### src/rtl/alu_share_arbiter.sv
`default_nettype none
// ============================================================================
// Module      : alu_share_arbiter
// Description : Shares one combinational 16-bit ALU between two valid/ready
//               requesters. The granted port's operands are driven onto the
//               ALU. The result is registered into a one-entry response buffer
//               that is tagged with the requester ID.
// Revision    : 1.0 - initial release
// ============================================================================
module alu_share_arbiter #(
    parameter int FIXED_PRIO = 0,   // 0 = round-robin, 1 = port 0 always wins
    parameter int DW         = 16   // datapath width, only 16 is supported
) (
    input  logic          clk,
    input  logic          rst,
    // requester 0
    input  logic          req0_valid,
    output logic          req0_ready,
    input  logic [4:0]    req0_opcode,
    input  logic [1:0]    req0_funct,
    input  logic [DW-1:0] req0_rs,
    input  logic [DW-1:0] req0_rt,
    input  logic [DW-1:0] req0_pc,
    input  logic [7:0]    req0_imm,
    // requester 1
    input  logic          req1_valid,
    output logic          req1_ready,
    input  logic [4:0]    req1_opcode,
    input  logic [1:0]    req1_funct,
    input  logic [DW-1:0] req1_rs,
    input  logic [DW-1:0] req1_rt,
    input  logic [DW-1:0] req1_pc,
    input  logic [7:0]    req1_imm,
    // shared ALU
    output logic [4:0]    alu_opcode,
    output logic [1:0]    alu_funct,
    output logic [DW-1:0] alu_rs,
    output logic [DW-1:0] alu_rt,
    output logic [DW-1:0] alu_pc,
    output logic [7:0]    alu_imm,
    input  logic [DW-1:0] alu_res,
    // response buffer
    output logic          rsp_valid,
    input  logic          rsp_ready,
    output logic [DW-1:0] rsp_res,
    output logic          rsp_id
);

    // The buffer occupancy is the state. FULL means that rsp_valid is high.
    typedef enum logic [0:0] {
        S_EMPTY = 1'b0,
        S_FULL  = 1'b1
    } state_t;

    state_t r_state;
    logic   r_ptr;      // port favoured on a tie (0 or 1)
    logic   w_slot_free;
    logic   w_both;
    logic   w_gnt0;
    logic   w_gnt1;
    logic   w_gnt;

    // A result can be accepted when the buffer is empty or is being drained.
    assign w_slot_free = (r_state == S_EMPTY) || rsp_ready;
    assign w_both      = req0_valid && req1_valid;

    // Grant selection. Port 0 wins a tie under fixed priority. Otherwise the pointer decides.
    always_comb begin
        w_gnt0 = 1'b0;
        w_gnt1 = 1'b0;
        if (!rst && w_slot_free) begin
            if (w_both) begin
                if ((FIXED_PRIO != 0) || !r_ptr) begin
                    w_gnt0 = 1'b1;
                end else begin
                    w_gnt1 = 1'b1;
                end
            end else begin
                w_gnt0 = req0_valid;
                w_gnt1 = req1_valid;
            end
        end
    end

    assign w_gnt      = w_gnt0 || w_gnt1;
    assign req0_ready = w_gnt0;
    assign req1_ready = w_gnt1;

    // Route the granted port's operands to the ALU. All outputs are zero while idle.
    always_comb begin
        alu_opcode = '0;
        alu_funct  = '0;
        alu_rs     = '0;
        alu_rt     = '0;
        alu_pc     = '0;
        alu_imm    = '0;
        if (w_gnt0) begin
            alu_opcode = req0_opcode;
            alu_funct  = req0_funct;
            alu_rs     = req0_rs;
            alu_rt     = req0_rt;
            alu_pc     = req0_pc;
            alu_imm    = req0_imm;
        end else if (w_gnt1) begin
            alu_opcode = req1_opcode;
            alu_funct  = req1_funct;
            alu_rs     = req1_rs;
            alu_rt     = req1_rt;
            alu_pc     = req1_pc;
            alu_imm    = req1_imm;
        end
    end

    // Buffer FSM, result capture and round-robin pointer update.
    always_ff @(posedge clk) begin
        if (rst) begin
            r_state <= S_EMPTY;
            rsp_res <= '0;
            rsp_id  <= 1'b0;
            r_ptr   <= 1'b0;
        end else begin
            case (r_state)
                S_EMPTY: begin
                    if (w_gnt) begin
                        r_state <= S_FULL;
                    end
                end
                S_FULL: begin
                    // A drain with no new grant empties the buffer. A stall or a reload keeps it full.
                    if (rsp_ready && !w_gnt) begin
                        r_state <= S_EMPTY;
                    end
                end
                default: r_state <= S_EMPTY;
            endcase
            if (w_gnt) begin
                rsp_res <= alu_res;
                rsp_id  <= w_gnt1;
                // After a grant, favour the other port on the next tie.
                r_ptr   <= w_gnt0;
            end
        end
    end

    assign rsp_valid = (r_state == S_FULL);

endmodule
`default_nettype wire

### config.mk
export PLATFORM = sky130hd
export DESIGN_NAME = alu_share_arbiter
export DESIGN_NICKNAME = d
export VERILOG_FILES = /design/src/rtl/alu_share_arbiter.sv
export SDC_FILE = /design/constraint.sdc
export NUM_CORES = 1
export LEC_CHECK = 0
export BUFFER_PORTS_ARGS = -buffer_cell sky130_fd_sc_hd__buf_4
export CAP_MARGIN = 15
export CORE_AREA = 4 4 88 90
export DETAILED_ROUTE_END_ITERATION = 8
export DIE_AREA = 0 0 92 94
export SYNTH_ARGS = -nofsm -noshare
export SYNTH_HDL_FRONTEND = slang
export SYNTH_SLANG_ARGS = --single-unit
export TNS_END_PERCENT = 1
### constraint.sdc
create_clock -name clk -period 2.2 [get_ports clk]
set_clock_uncertainty 0.15 [all_clocks]
set_input_delay 0.11 -clock clk [delete_from_list [all_inputs] [get_ports clk]]
set_output_delay 0.11 -clock clk [all_outputs]
set_load 0.02 [all_outputs]
After elaboration in Yosys (flattened, before gate mapping):

Index checks and enable logic that the tools add are counted.

* bits in registers: 19
* input bits: 147
* output and inout port bits: 83
* word-level logic and storage cells: 33

* muxes and demuxes: 21
* bitwise gates (word level): 1
* reductions and logical operators: 7

Operators with widths (number)
* $mux W16: 6
* $mux W8: 2
* $mux W5: 2
* $mux W1: 8
* $mux W2: 2
* $logic_and A1 B1 Y1: 3
* $logic_not A1 Y1: 2
* $logic_or A1 B1 Y1: 2
* $pmux W1 S2: 1
* $not A1 Y1: 1

Logic depth before layout (Yosys ltp):

Gate-level depths: netlist (run 1).

* depth in word-level cells: 9
* depth in mapped cells: 6
* depth with buffers taken out: 3

Least setup slack after synthesis (run 1):

No wires, ideal clock.

* path type: register to output
* start point: register r_state (netlist: rsp_valid)
* end point: output port alu_funct[0]
* arrival: 1.393 ns
* data required time: 1.940 ns
* setup slack: 0.547 ns
* stages on the path, launching flop included: 6
* buffers on the path: 2
* cells stage by stage: dfxtp_1 > nor2b_1 > buf_2 > nor3_2 > buf_2 > a22o_1

* elaborated cells between the ends (all ways): 7
* those cells by class: 4 x mux; 1 x bitwise; 2 x reduce/logical

RTL lines
* start: declaration: RTL line 55 `state_t r_state;`
* start signal: assignment: RTL line 117 `r_state <= S_EMPTY;`
* start signal: assignment: RTL line 125 `r_state <= S_FULL;`
* start signal: assignment: RTL line 131 `r_state <= S_EMPTY;`
* $not A1 Y1
* $logic_or A1 B1 Y1: RTL line 64 `assign w_slot_free = (r_state == S_EMPTY) || rsp_ready;`
* $logic_and A1 B1 Y1: RTL line 71 `if (!rst && w_slot_free) begin`
* $mux W1: RTL line 71
* named net req0_ready: RTL line 18 `output logic req0_ready,`
* $mux W2: RTL line 97 `if (w_gnt0) begin`
* end: declaration: RTL line 36 `output logic [1:0] alu_funct,`

The timed path passes the listed nets, and every way through them passes these cells.

Final worst setup path (run 1):

* start point: input port rst
* end point: output port alu_imm[0]

* cells in the longest elaborated chain, start to end: 5
* elaborated cells between the ends (all ways): 6
* those cells by class: 4 x mux; 2 x reduce/logical

RTL lines
* start: declaration: RTL line 15 `input logic rst,`
* $logic_not A1 Y1 (*): RTL line 71
* $logic_and A1 B1 Y1 (*): RTL line 71
* $mux W1: RTL line 71
* $mux W8: RTL line 104 `end else if (w_gnt1) begin`
* $mux W8 (*): RTL line 97
* end: declaration: RTL line 40 `output logic [7:0] alu_imm,`

Mark *: on every way between the ends. The rest lies on a longest branch, timed or not.

==> run summary, run 1 <==
Status: completed
Synth cell count leaders: a22o_1, dfxtp_1, nand2_1, o211ai_1, nand4_1
Post-DR vias/cell: 4.74
Count of final hold-check violations: 0
Crit Path Max Fanout: 66
Post-synthesis sequential area ratio: 25.6%
Crit Reg-Reg Endpoint: r_ptr
Routed via count: 2,369
CTS clock-pin slew for the worst setup and hold paths: 0.07 ns
Slew @ Worst Pin: 0.579 ns
Final HPWL DP: 6580 um
Register bit total from synthesis: 19
Max_cap viols: 0
Die H: 94 um
Gr usage total: 17.2%
Hold Path Depth: 3
Max rail drop VDD: 492 uV
Diode count: 0
Synth area leader: a22o_1
Top cell type's share of synthesized area: 36.6%
DRT antenna net count: 0
Leakage: 1.82 nW
Hold crit path type: in -> reg
Post-synthesis area per instance: 8.83 um2
Utilization after layout: 48.7%
Synth Net Count: 315
Setup TNS: 0 ns
FILL cells: 680
Initial antenna violation count: 0
I/O pin cnt: 230
Hold Startpoint: req1_valid
Synth warnings: 0
Port Buffers: 229
CP most frequent cell: buf_4
Crit. End Element: output port
Nets: 549
Worst-path cell chain: dlygate4sd3_1, buf_4, inv_1, o2111a_2, buf_12, a22o_1, buf_4
Critical Path Start Type: input port
Die X: 92 um
Die area: 0.00865 mm2
Final setup vio count: 0
Max Buffers Root-to-Sink: 2
Largest net degree at the start of global routing: 67
Pwr/cell area: 395 mW/mm2
RSZ-0062 raised after global routing: false
Ranking of synthesized cells by area: a22o_1, dfxtp_1, o211ai_1
CP peak stage delay: 0.54 ns
Post-synth EDFFs: 0
TritonCTS clock tree: yes
DR iter-0 viols: 53
Initial Util: 21.0%
Cell family with most CP delay: buffers and inverters
H-tree Lvls: 1
Tcrit/Tclk final: 91.1%
PostCTS Resize Cnt: 0
Main synth FF type: dfxtp_1
Post-route DRC: 0
Area growth syn-to-layout: 132%
Worst-skew pair later-pin latency: 0.25 ns
Vias in the first global route: 2,311
Synth cell types: 21
Total power: 1.36 mW
Critical path required time: 1.94 ns
Clock sinks: 19
Mapped cell area: 0.00148 mm2
Flop2flop setup slack: 0.79 ns
Slowest-stage cell, CP: dlygate4sd3_1
Pre-antenna DRT Iters: 5
WL final: 8450 um
Global-route wire length before repair: 12,200 um
Post-layout min period: 2.00 ns
Slew margin rel.: 61.3%
WP data arrival: 1.74 ns
Fin. max-slew vios: 0
Critical path class: in -> out
Fmax: 0.499 GHz
Most frequent cell after synthesis: a22o_1
Row count: 31
Cells after Synth: 168
Hold EP: rsp_valid
Post-synthesis async set-or-reset flop share: 0%
GRT overflow: 0
Sum of buffers and inverters on the critical path: 5
Total CTS buffers: 3
Clk root buf: clkbuf_8
Drt wl/cell: 16.9 um
Share of layout cells above drive strength 1: 60.6%
Worst r2r src: r_ptr
Core box area: 0.00706 mm2
R2R depth: 4
GPL Wtd Cong: 0.809
==> flip-flops by register name (all words and copies together), names as in the netlist <==
register and flops:
rsp_id 1, r_ptr 1, rsp_valid 1, rsp_res 16
==> cell usage in the layout, fill, tap and decap left out, drive strengths merged, types with 2 or more instances in the layout <==
cell / n
nand4: 16
dfxtp: 19
o211ai: 17
a22o: 62
clkbuf: 4
nand2: 17
inv: 2
nand2b: 2
buf: 236
dlygate4sd3: 17
==> worst max path at each step <==
stage / start / to / slack, ns / cells after the start
2_1_floorplan: rsp_valid / alu_funct[0] / 0.55 / 5
3_3_place_gp: rsp_valid / alu_rt[8] / 0.57 / 5
3_5_place_dp: r_ptr / alu_imm[4] / 0.56 / 5
4_1_cts: rst / alu_opcode[3] / 0.19 / 7
5_1_grt: rst / alu_rt[8] / 0.13 / 7
6_report: rst / alu_imm[0] / 0.20 / 7
==> worst register-to-register path: stages, from the launching register on <==
cell and delay (ns):
dfxtp_1 0.33, a21bo_2 0.23, nor3_4 0.12, buf_4 0.36, o21bai_1 0.16
==> repair_timing <==
item,4_1_cts,5_1_grt
hold endpoints to repair,17,0
hold buffers,17,0
setup buffers,0,0
==> power breakdown <==
| part | leakage (nW) | switching (mW) | internal [mW] |
|---|---|---|---|
| registers | 0.157 | 0.0147 | 0.371 |
| logic | 1.64 | 0.331 | 0.394 |
| clock network | 0.0228 | 0.117 | 0.129 |
==> kinds of logic after synthesis <==
| logic type | after synthesis | synth area share [%] |
|---|---|---|
| compound gates | 84 | 48.1 |
| flops | 19 | 25.6 |
| buf+inv | 26 | 12.6 |
| simple gates | 39 | 13.7 |
==> through the flow <==
step / instances / setup slack (ns) / hold slack (ns) / instance area, um2
finish: 500 / 0.196 / 0.132 / 3440
global route: 500 / 0.129 / 0.170 / 3440
detailed placement: 479 / 0.561 / 0.167 / 3220
floorplan: 168 / 0.547 / 0.0291 / 1480
global placement: 479 / 0.566 / 0.162 / 3220
CTS: 500 / 0.193 / 0.147 / 3440
==> per-layer routing <==
metal / global-route usage, % / routed length (um) / part of all wire [%]
met1: 21.0 / 3300 / 39
met5: 0 / 0 / 0
met4: 3.47 / 113 / 1.3
met3: 3.45 / 669 / 7.9
met2: 31.4 / 4360 / 52
==> final cells by class <==
type / count / area [um2] / share of cell area, %
clock buffers: 4 / 45.0 / 1.31
multi-input cells: 123 / 925 / 26.9
inverters: 2 / 7.51 / 0.218
well taps: 99 / 124 / 3.61
flip-flops and latches: 19 / 380 / 11.1
repair buffers: 253 / 1950 / 56.9
Note: power is estimated with default switching activity, not from simulation.
==> run 2, diff against run 1 <==
--- a/config.mk
+++ b/config.mk
@@ -10,6 +10,7 @@
 export CORE_AREA = 4 4 88 90
 export DETAILED_ROUTE_END_ITERATION = 8
 export DIE_AREA = 0 0 92 94
+export SETUP_SLACK_MARGIN = 0.3
 export SYNTH_ARGS = -nofsm -noshare
 export SYNTH_HDL_FRONTEND = slang
 export SYNTH_SLANG_ARGS = --single-unit
==> run 2 against run 1 <==
  * Final area rose by 0.80%
  * Combinational power is 1% higher
  * Non-clock buffer count unchanged
  * Worst setup slack improved by 0.16 ns
  * Hold slack barely moved
  * Maximum frequency grew 8.9%
  * Utilization is 0.39 points higher
  * Critical endpoint is now alu_rt[5]
  * Via count up 1.1%
  * Largest power group unchanged
  * Critical path depth shrank 2
  * Total power grew 0.56%
  * Final cell count unchanged
==> run summary, run 2 (synthesis gave the netlist of run 1 again) <==
Status: completed (unchanged)
Most frequent cells in the layout: buf_4, a22o_1, dfxtp_1 (unchanged)
Total CTS buffers: 3 (unchanged)
H-tree Lvls: 1 (unchanged)
Worst-path cell chain: a21bo_2, nor3_4, buf_12, a22o_1, buf_4 (was dlygate4sd3_1, buf_4, inv_1, o2111a_2, buf_12, a22o_1, buf_4)
Cell family with most CP delay: compound AO/OA/AOI/OAI gates (was buffers and inverters)
Largest net degree at the start of global routing: 67 (unchanged)
GPL Wtd Cong: 0.809 (unchanged)
Final Hold Slack: 0.132 ns (about the same)
Critical Path Start Type: flop (was input port)
Max reg flops: 16 (unchanged)
CTS clock-pin slew for the worst setup and hold paths: 0.07 ns (about the same)
WP data arrival: 1.58 ns (was 1.74 ns)
GRT overflow: 0 (unchanged)
Share of layout cells above drive strength 1: 60.8% (was 60.6%)
Diode count: 0 (unchanged)
RSZ-0062 raised after global routing: true (was false)
Critical path required time: 1.94 ns (about the same)
DRT antenna net count: 0 (unchanged)
Vias in the first global route: 2,317 (was 2,311)
Sequential Area: 380 um2 (unchanged)
Crit. End Element: output port (unchanged)
TritonCTS clock tree: yes (unchanged)
Pre-antenna DRT Iters: 4 (was 5)
Post-layout min period: 1.84 ns (was 2.00 ns)
Row count: 31 (unchanged)
Area growth syn-to-layout: 133% (was 132%)
Setup TNS: 0 ns (unchanged)
FILL cells: 687 (was 680)
Most flop-heavy register: rsp_res (unchanged)
Slew @ Worst Pin: 0.581 ns (was 0.579 ns)
Clock sinks: 19 (unchanged)
Fmax: 0.543 GHz (was 0.499 GHz)
Post-route DRC: 0 (unchanged)
I/O pin cnt: 230 (unchanged)
Initial Util: 21.0% (unchanged)
Critical path class: reg -> out (was in -> out)
Die area: 0.00865 mm2 (unchanged)
Crit Path Max Fanout: 34 (was 66)
DR iter-0 viols: 55 (was 53)
Count of final hold-check violations: 0 (unchanged)
Die X: 92 um (unchanged)
Core box area: 0.00706 mm2 (unchanged)
Global-route wire length before repair: 12,200 um (about the same)
Max Buffers Root-to-Sink: 2 (unchanged)
Max rail drop VDD: 487 uV (was 492 uV)
Worst-skew pair later-pin latency: 0.25 ns (about the same)
Initial antenna violation count: 0 (unchanged)
Slew margin rel.: 61.1% (was 61.3%)
Leakage: 1.82 nW (about the same)
Pwr/cell area: 394 mW/mm2 (was 395 mW/mm2)
Total power: 1.36 mW (about the same)
Drt wl/cell: 17.0 um (was 16.9 um)
CP peak stage delay: 0.33 ns (was 0.54 ns)
Post-DR vias/cell: 4.79 (was 4.74)
Final setup vio count: 0 (unchanged)
Hold crit path type: in -> reg (unchanged)
Clk root buf: clkbuf_8 (unchanged)
Slowest-stage cell, CP: dfxtp_1 (was dlygate4sd3_1)
Max_cap viols: 0 (unchanged)
Final HPWL DP: 6580 um (unchanged)
Fin. max-slew vios: 0 (unchanged)
WL final: 8500 um (was 8450 um)
Die H: 94 um (unchanged)
Sum of buffers and inverters on the critical path: 2 (was 5)
Routed via count: 2,394 (was 2,369)
Most common cell after layout, fill and taps aside: buf_4 (unchanged)
Multi-input combinational cell area: 927 um2 (was 925 um2)
Nets: 549 (unchanged)
Gr usage total: 17.4% (was 17.2%)
Tcrit/Tclk final: 83.7% (was 91.1%)
Port Buffers: 229 (unchanged)
run 2: cell counts in the layout (fill, tap and decap cells not counted):
Identical to the previous run, type by type.
run 2: metal layers:
metal  wire [um]  up-vias  global-route usage, %
met5           0        -                      0
met3         686       10                   3.61
met1        3240     1109                   20.8
li1            -     1151                      -
met4         144        0                   3.47
met2        4430      124                   32.1
run 2: per-stage QoR:
| step | cells | setup slack, ns | utilization (%) | area (um2) |
|---|---|---|---|---|
| after floorplan | 168 | 0.547 | - | 1480 |
| after global placement | 479 | 0.566 | 45.6 | 3220 |
| after detailed placement | 479 | 0.561 | 45.6 | 3220 |
| after CTS | 500 | 0.279 | 48.7 | 3440 |
| after global routing | 500 | 0.270 | 49.1 | 3460 |
| final | 500 | 0.359 | 49.1 | 3460 |
run 2: layout make-up:
cell class              count  area share, %
flip-flops and latches     19           11.0
inverters                   2          0.217
multi-input cells         123           26.8
well taps                  99           3.58
repair buffers            253           57.2
clock buffers               4           1.30
run 2: repair_timing:
| item | CTS | global route |
|---|---|---|
| setup buffers | 0 | 0 |
| hold endpoints to repair | 17 | 0 |
| cloned | 0 | 0 |
| hold buffers | 17 | 0 |
| endpoints found under the setup margin | 33 | 63 |
| gates resized for setup | 0 | 7 |
run 2: worst min-delay path, stage by stage:
cell and delay [ns]:
buf_4 0.10, nor2_1 0.13, a21oi_1 0.16
run 2: path summary, 6_finish.rpt:
kind / start / to / slack [ns] / cells after the start
max: r_ptr / alu_rt[5] / 0.36 / 5
min: req1_valid / rsp_valid / 0.13 / 3
max reg2reg: r_ptr / r_ptr / 0.86 / 4
min reg2reg: r_ptr / r_ptr / 0.33 / 2
run 2: power by group:
group	internal (mW)	switching [mW]	leakage [nW]	total [mW]
Sequential	0.371	0.0148	0.157	0.386
Clock	0.129	0.116	0.0228	0.245
Combinational	0.401	0.332	1.64	0.733
Total	0.900	0.463	1.82	1.36
==> run 3, diff against run 2 <==
==> constraint.sdc (replaced) <==
create_clock -name clk -period 1.5 [get_ports clk]
set_clock_uncertainty 0.15 [all_clocks]
set_input_delay 0.075 -clock clk [delete_from_list [all_inputs] [get_ports clk]]
set_output_delay 0.075 -clock clk [all_outputs]
set_load 0.02 [all_outputs]
==> run 3 against run 2 <==
  * The flow now finishes with violations (negative setup slack)
  * Critical path depth increased by 1
  * Sequential share of layout area fell by 1.9 points
  * Utilization is 11 points higher
  * Routed wire length is 12% higher
  * Final cell count up 2.4%
  * Sequential cell count stayed put
  * Clock power rose by 41%
  * First-iteration DRC count is 13% lower
  * Register-to-register slack lost 0.70 ns
  * Global-route usage up 2.0 points
  * Via count increased by 2.3%
==> run summary, run 3 (synthesis gave the netlist of run 1 again) <==
Critical Path Start Type: flop (unchanged)
Final setup vio count: 64 (was 0)
I/O pin cnt: 230 (unchanged)
Initial antenna violation count: 0 (unchanged)
Violated checks: negative setup slack
Die area: 0.00865 mm2 (unchanged)
Slew margin rel.: 77.2% (was 61.1%)
Fin worst setup slack: -0.286 ns (was 0.359 ns)
WL final: 9510 um (was 8500 um)
GR peak layer: met2 (unchanged)
Utilization after layout: 59.9% (was 49.1%)
Hold crit path type: in -> reg (unchanged)
Port Buffers: 229 (unchanged)
Cell family with most CP delay: buffers and inverters (was compound AO/OA/AOI/OAI gates)
Worst-path cell chain: a21bo_2, nor3_4, buf_4, clkbuf_16, a22o_4, buf_6 (was a21bo_2, nor3_4, buf_12, a22o_1, buf_4)
Routed via count: 2,450 (was 2,394)
Tcrit/Tclk final: 119%
CTS clock-pin slew for the worst setup and hold paths: 0.07 ns (about the same)
Pre-antenna DRT Iters: 4 (unchanged)
RSZ-0062 raised after global routing: true (unchanged)
Crit. End Element: output port (unchanged)
Vias in the first global route: 2,564 (was 2,317)
Final HPWL DP: 7300 um (was 6580 um)
Post-DR vias/cell: 4.79 (about the same)
GPL Wtd Cong: 0.727 (was 0.809)
DRT antenna net count: 0 (unchanged)
Gr usage total: 19.4% (was 17.4%)
Critical path class: reg -> out (unchanged)
Slowest-stage cell, CP: dfxtp_2 (was dfxtp_1)
Count of final hold-check violations: 0 (unchanged)
Met1 usage: 23.2% (was 20.8%)
Max_cap viols: 0 (unchanged)
Largest net degree at the start of global routing: 39 (was 67)
Nets: 561 (was 549)
Post-route DRC: 0 (unchanged)
Total CTS buffers: 3 (unchanged)
Die H: 94 um (unchanged)
Fin. max-slew vios: 0 (unchanged)
Worst-skew pair later-pin latency: 0.25 ns (about the same)
Share of layout cells above drive strength 1: 74.8% (was 60.8%)
CP peak stage delay: 0.33 ns (about the same)
Sum of buffers and inverters on the critical path: 3 (was 2)
Global-route wire length before repair: 13,700 um (was 12,200 um)
Core box area: 0.00706 mm2 (unchanged)
Crit Path Max Fanout: 10 (was 34)
Die X: 92 um (unchanged)
Clock sinks: 19 (unchanged)
Status: finished, violations left (was completed)
Most flop-heavy register: rsp_res (unchanged)
Most common cell after layout, fill and taps aside: buf_4 (unchanged)
Total power: 2.26 mW (was 1.36 mW)
GRT met2 Usage: 35.7% (was 32.1%)
Diode count: 0 (unchanged)
Most frequent cells in the layout: buf_4, a22o_4, buf_6 (was buf_4, a22o_1, dfxtp_1)
Row count: 31 (unchanged)
Slew @ Worst Pin: 0.342 ns (was 0.581 ns)
WP data arrival: 1.56 ns (was 1.58 ns)
Fmax: 0.560 GHz
Met3 Usage GRT: 5.05% (was 3.61%)
Leakage: 2.23 nW (was 1.82 nW)
Initial Util: 21.0% (unchanged)
GRT overflow: 0 (unchanged)
TritonCTS clock tree: yes (unchanged)
Max Buffers Root-to-Sink: 2 (unchanged)
Drt wl/cell: 18.6 um (was 17.0 um)
DR iter-0 viols: 48 (was 55)
Post-layout min period: 1.79 ns
Max reg flops: 16 (unchanged)
Area growth syn-to-layout: 185% (was 133%)
Critical path required time: 1.27 ns (was 1.94 ns)
H-tree Lvls: 1 (unchanged)
Clk root buf: clkbuf_8 (unchanged)
Pwr/cell area: 535 mW/mm2 (was 394 mW/mm2)
Max rail drop VDD: 558 uV (was 487 uV)
==> run 3: cell types whose count changed in the layout (fill, tap and decap cells not counted), sizes merged <==
cell,delta
buf,+10
clkbuf,+1
clkinv,+1
==> run 3: path summary, 6_finish.rpt <==
kind	startpoint	endpoint	slack (ns)	cells past startpoint
worst min-delay path	req0_valid	rsp_valid	0.17	4
worst min register to register	r_ptr	r_ptr	0.32	2
worst max-delay path	r_ptr	alu_rt[11]	-0.29	6
worst max register to register	r_ptr	r_ptr	0.16	5
==> run 3: tightest hold or removal path: cells and delay by family <==
family,cells,cell delay (ns)
compound gates,1,0.14
buf+inv,2,0.27
simple gates,1,0.05
==> run 3: final cells by class <==
type | count | area, um2
fillers | 641 | 2830
repair buffers | 265 | 2290
multi-input cells | 123 | 1380
flip-flops and latches | 19 | 383
well taps | 99 | 124
clock buffers | 3 | 41.3
inverters | 2 | 7.51
clock inverters | 1 | 5.00
==> run 3: what timing repair did <==
item / in CTS / in global routing
pin swaps: 35 / 2
cloned: 0 / 3
hold endpoints to repair: 17 / 0
setup endpoints to repair: 83 / 83
setup buffers: 0 / 2
hold buffers: 17 / 0
gates resized for setup: 33 / 14
==> run 3: per-layer routing <==
layer  part of all wire, %  up-vias
met4                  0.56        0
met5                     0        -
met2                    54      110
met1                    38     1156
li1                      -     1178
met3                   7.2        6
==> run 3: where the power goes <==
part | switching [mW] | internal (mW)
Clock | 0.161 | 0.184
Sequential | 0.0224 | 0.545
Combinational | 0.578 | 0.768
==> run 3: through the flow <==
stage	cells	instance area, um2	worst slack, ns	hold slack [ns]	TNS [ns]
2_1_floorplan	168	1930	-0.0378	-0.0133	-2.00
3_3_place_gp	486	3760	-0.0616	0.121	-2.78
4_1_cts	507	4100	-0.359	0.160	-20.52
5_1_grt	512	4230	-0.368	0.236	-21.13
6_report	512	4230	-0.286	0.166	-16.10
3_5_place_dp	486	3760	-0.0925	0.122	-3.52
